**src/rtl/irq_ctrl.sv**
```systemverilog
// HuC6280 interrupt controller: source sync, mask/status registers,
// timer acknowledge and prioritized vector handshake to the CPU core.
module irq_ctrl (
  input  logic        clk,
  input  logic        reset,
  input  logic        clk_en,
  input  logic        CEI_n,
  input  logic        re,
  input  logic        we,
  input  logic        addr,
  input  logic [7:0]  dIn,
  output logic [7:0]  dOut,
  input  logic        TIQ_n,
  input  logic        IRQ1_n,
  input  logic        IRQ2_n,
  output logic        TIQ_ack,
  output logic        irq_n,
  input  logic        vec_rd,
  input  logic        vec_done,
  output logic [15:0] vec_addr
);

  typedef enum logic [1:0] {
    IDLE = 2'd0,
    REQ  = 2'd1,
    HOLD = 2'd2
  } state_t;

  state_t      state;
  state_t      state_nx;
  logic [15:0] vec_nx;
  logic [2:0]  mask;
  logic [2:0]  pend;
  logic [2:0]  act;
  logic        irq1_s1;
  logic        irq1_s2;
  logic        irq2_s1;
  logic        irq2_s2;
  logic        mask_wr;
  logic        ack_wr;
  logic        unused_din;

  assign unused_din = ^dIn[7:3];

  assign mask_wr = ~CEI_n & we & ~addr;
  assign ack_wr  = ~CEI_n & we & addr;

  assign pend = {~TIQ_n, ~irq1_s2, ~irq2_s2};
  assign act  = pend & ~mask;

  always_ff @(posedge clk) begin
    if (reset) begin
      irq1_s1  <= 1'b1;
      irq1_s2  <= 1'b1;
      irq2_s1  <= 1'b1;
      irq2_s2  <= 1'b1;
      mask     <= 3'b000;
      TIQ_ack  <= 1'b0;
      state    <= IDLE;
      vec_addr <= 16'hFFF6;
    end else if (clk_en) begin
      irq1_s1  <= IRQ1_n;
      irq1_s2  <= irq1_s1;
      irq2_s1  <= IRQ2_n;
      irq2_s2  <= irq2_s1;
      if (mask_wr)
        mask <= dIn[2:0];
      // one full clk_en period, extended by a back-to-back write
      TIQ_ack  <= ack_wr;
      state    <= state_nx;
      vec_addr <= vec_nx;
    end
  end

  always_comb begin
    state_nx = state;
    vec_nx   = vec_addr;
    irq_n    = 1'b1;
    unique case (state)
      IDLE: begin
        if (|act)
          state_nx = REQ;
      end
      REQ: begin
        irq_n = 1'b0;
        if (vec_rd) begin
          state_nx = HOLD;
          if (act[2])
            vec_nx = 16'hFFFA;
          else if (act[1])
            vec_nx = 16'hFFF8;
          else
            vec_nx = 16'hFFF6;
        end else if (act == 3'b000) begin
          state_nx = IDLE;
        end
      end
      HOLD: begin
        if (vec_done)
          state_nx = IDLE;
      end
      default: state_nx = IDLE;
    endcase
  end

  always_comb begin
    dOut = 8'h00;
    if (~CEI_n & re)
      dOut = addr ? {5'b0, pend} : {5'b0, mask};
  end

endmodule

```
**config.mk**
```make
export PLATFORM = sky130hd
export DESIGN_NAME = irq_ctrl
export DESIGN_NICKNAME = d
export VERILOG_FILES = /design/src/rtl/irq_ctrl.sv
export SDC_FILE = /design/constraint.sdc
export NUM_CORES = 1
export LEC_CHECK = 0
export CAP_MARGIN = 20
export CORE_MARGIN = 8
export CORE_UTILIZATION = 37
export CTS_CLUSTER_DIAMETER = 100
export CTS_CLUSTER_SIZE = 20
export DETAILED_ROUTE_END_ITERATION = 8
export PLACE_DENSITY = 0.8
export REMOVE_ABC_BUFFERS = 1
export SLEW_MARGIN = 5
export SYNTH_ARGS = -nofsm -noshare
export SYNTH_HDL_FRONTEND = slang
export SYNTH_SLANG_ARGS = --single-unit
```
**constraint.sdc**
```tcl
create_clock -name clk -period 2 [get_ports clk]
set_input_delay 0.3 -clock clk [delete_from_list [all_inputs] [get_ports clk]]
set_output_delay 0.3 -clock clk [all_outputs]
set_load 0.02 [all_outputs]
```
; ---- After elaboration in Yosys (flattened, before gate mapping)
; Cells that the tools add are included.
[word_totals]
ff_bits = 26
elab_cells = 40
[classes]
n_eq_ne = 5
mux = 10
bitwise_logic = 11
reduce_logical = 6
[ops]
columns = cell, count
row1 = 2-bit two-way mux, 4
row2 = 4-bit two-way mux, 2
row3 = 3-bit two-way mux, 2
row4 = 2-bit one-hot mux with 3 select lines, 1
row5 = 1-bit NOT, 5
row6 = 1-bit AND, 4
row7 = "2-bit inequality test, second input constant", 2
row8 = 4-bit AND reduction, 1
row9 = 3-bit AND, 1
row10 = 3-bit logical NOT, 1
row11 = "3-bit inequality test, second input constant", 1
row12 = 3-bit NOT, 1
row13 = 3-bit AND reduction, 1
row14 = 3-bit OR reduction, 1
row15 = "2-bit by 1-bit equality test with 1-bit output, second input constant", 1
row16 = "2-bit equality test, second input constant", 1
row17 = 2-bit logical NOT, 1
row18 = 2-bit AND reduction, 1
row19 = 1-bit two-way mux, 1

; ---- Logic depth before layout (Yosys ltp)
[logic_depth]
ltp_word = 6
depth_mapped = 4
depth_no_buf = 3

; ---- Worst setup path after synthesis
; Ideal clock, no wire load.
[synth_timing]
kind = input to output
start = in addr
end = out dOut[0]
arrival_ps = 1023
setup_slack_ps = 677
stages = 2
n_path_buf = 1
cell_sequence = buf_2 -> a211oi_1
[synth_between]
elab_chain_cells = 2
[synth_rtl]
columns = item, line
row1 = from (decl), 10  ; input logic addr,
row2 = 3-bit two-way mux, 109  ; dOut = addr ? {5'b0, pend} : {5'b0, mask};
row3 = 3-bit two-way mux, 108  ; if (~CEI_n & re)
row4 = to (decl), 12  ; output logic [7:0] dOut,
; No other way between the ends.

; ---- Worst setup path in the final report
; Ends and elaborated chain as after synthesis.

==> results.md <==
- Outcome: completed
- # port buffers: 22
- Site Rows: 15
- R2r worst-path depth: 3
- Remaining antenna violation count: 0
- GRT Max-Usage Layer: met2
- Pin count of the biggest net entering global routing: 8
- Data arrival time at the worst-slack endpoint: 1.59 ns
- Cells after Synth: 81
- Maximum number of buffers from clock root to sink: 2
- Clock Latency Late Sink: 0.28 ns
- Total of flip-flops plus latches after synthesis: 13
- Num ports: 46
- Placer Congestion: 0.753
- Layout cells sized above 1: 0.0660
- Final period utilization: 0.944
- Power per Cell Area: 610 mW/mm2
- Mean post-synth cell area: 8.63 um2
- Drt first pass iters: 3
- WS Path Type: input pin to output port
- Global-route wire length before repair: 2680 um
- Chip Height: 59.5 um
- Clock tree from TritonCTS: built
- RSZ-0062 raised after global routing: no
- Post-CTS Repair Setup Buffers: 0
- Total chip power: 0.555 mW
- Peak Freq: 530 MHz
- Met2 track demand over resource in global routing: 0.157
- Maximum net fanout on the critical path: 7
- Clock Skews: 0.0110 ns
- Cell depth of the worst min-delay path: 2
- Netlist area before placement: 699 um2
- Via count of the first global-routing pass: 593
- Overall die width: 59.5 um
- Antenna diode count: 0
- Area of the core region: 0.00175 mm2
- Final Instance Area: 911 um2
- Peak ir drop on the vdd network: 0.321 mV
- Slew Viols, Final: 0
- Wire per inst: 13.0 um
- Crit. End Element: output port
- Number of sinks handled by clock tree synthesis: 13
- Global Route Usage Sum: 0.0976
- Number of gates given a new drive strength after cts: 3
- Setup slack of the worst register-to-register path: 0.85 ns
- Number of nets in the layout: 127
- Vias per inst: 4.37
- Final routed wirelength across all metal layers: 1700 um
- Total setup violations reported at the end of the flow: 0
- Global route overflow: 0
- Met1 Use GR: 0.107
- Data required, critical path: 1.70 ns
- Starting utilization of the core area: 0.401
- Crit path launch type: input pin
- Clock root cell: clkbuf_4
- TritonCTS buffer count: 3
- Detailed router's first-iteration violation count: 9
- Post-place instance area: 888 um2
- Count of maximum capacitance violations: 0
- Antenna violations before repair: 0
- Startpoint of the lowest-slack register-to-register path: state[0]$_SDFFE_PP0P_
- Commonest non-fill, non-tap cell in the layout: clkdlybuf4s50_1
- Startpoint of the worst setup timing path: addr
- Warnings from Yosys: 0
- Minimum period implied by the final worst setup slack: 1.89 ns
- Met3 Resource Use GR: 0.0390
- Vias: 572
- Post-Route Setup TNS: 0 ns
- DP HPWL: 1400 um
- Drt drc: 0
- Worst R2R End: vec_addr[3]$_SDFFE_PP0P_
- Fin. Hold Viols: 0
- Post-synthesis sequential area ratio: 0.372
- Number of unique standard cell types used by synthesis: 19
- Die footprint: 0.00354 mm2
- Clock transition at path regs: 0.07 ns
- Total of hold buffers inserted after clock tree synthesis: 0
- Synthesis-to-finish area growth: 30.2%
- Leakage power figure: 0.397 nW
- CTS H-tree depth: 1
- Post-layout utilization of the core: 0.522
- Timing endpoint of the critical path: dOut[0]
- Leading cell types in the layout, fill and taps excluded: clkdlybuf4s50_1 (19), conb_1 (18), dfxtp_1 (13)
- Worst hold-check path type: flop to flop
==> synthesized netlist by cell type <==
master	count	area share
a211oi_1	3	0.032
a21oi_1	4	0.029
and4b_1	1	0.014
and4bb_2	1	0.018
buf_2	2	0.014
buf_4	18	0.19
conb_1	2	0.011
dfxtp_1	13	0.37
inv_1	1	0.0054
mux2i_1	7	0.10
nand2_1	6	0.032
nand2b_1	4	0.036
nand4b_1	2	0.025
nor2_1	11	0.059
nor4_1	1	0.0090
o21a_1	1	0.011
o21ai_0	2	0.014
o311ai_0	1	0.013
o31a_1	1	0.013
==> area by class of cell <==
class | instances | area [um2]
fillers | 177 | 835
multi-input cells | 63 | 350
flip-flops and latches | 13 | 260
repair buffers | 25 | 239
well taps | 25 | 31.3
clock buffers | 4 | 26.3
inverters | 1 | 3.75
==> worst min-delay path by stage <==
stage	from	end	slack [ns]
4_1_cts	TIQ_ack$_SDFFE_PP0P_	TIQ_ack$_SDFFE_PP0P_	0.47
6_report	TIQ_ack$_SDFFE_PP0P_	TIQ_ack$_SDFFE_PP0P_	0.47
3_3_place_gp	vec_addr[2]$_SDFFE_PP1P_	vec_addr[2]$_SDFFE_PP1P_	0.43
2_1_floorplan	reset	TIQ_ack$_SDFFE_PP0P_	0.37
3_5_place_dp	TIQ_ack$_SDFFE_PP0P_	TIQ_ack$_SDFFE_PP0P_	0.46
5_1_grt	vec_addr[3]$_SDFFE_PP0P_	vec_addr[3]$_SDFFE_PP0P_	0.49
==> state kept, by name, indices dropped and copies added (netlist names) <==
| name | count |
|---|---|
| mask | 3 |
| irq2_s1 | 1 |
| irq2_s2 | 1 |
| TIQ_ack | 1 |
| irq1_s1 | 1 |
| state | 2 |
| vec_addr | 3 |
| irq1_s2 | 1 |
==> power by group <==
group          total, mW  switching [mW]  internal [mW]
combinational      0.118          0.0674         0.0502
sequential         0.275         0.00709          0.268
clock              0.163          0.0856         0.0775
==> cell families after synthesis <==
kind of cell / Yosys count / synth area share
AND/OR/NAND/NOR: 26 / 0.193
buffers and inverters: 21 / 0.213
flip-flops: 13 / 0.372
AO/OA/AOI/OAI: 12 / 0.111
multiplexers: 7 / 0.100
other: 2 / 0.0107
==> through the flow <==
stage | hold slack, ns | std cells | worst slack (ns)
after floorplan | 0.369 | 77 | 0.678
after global placement | 0.434 | 127 | -0.146
after detailed placement | 0.461 | 127 | -0.164
after CTS | 0.473 | 131 | 0.111
after global routing | 0.490 | 131 | 0.0129
final | 0.472 | 131 | 0.112
==> per-layer routing <==
layer	vias to the layer above	part of all wire
met4	0	0.023
li1	291	-
met3	4	0.13
met2	27	0.46
met1	250	0.39
met5	-	0
==> worst max-delay path, cell delays in order <==
cell	delay, ns
clkdlybuf4s50_1	0.61
nor2_1	0.06
a211oi_1	0.24
dlygate4sd2_1	0.38
Note: power is estimated with default switching activity, not from simulation.
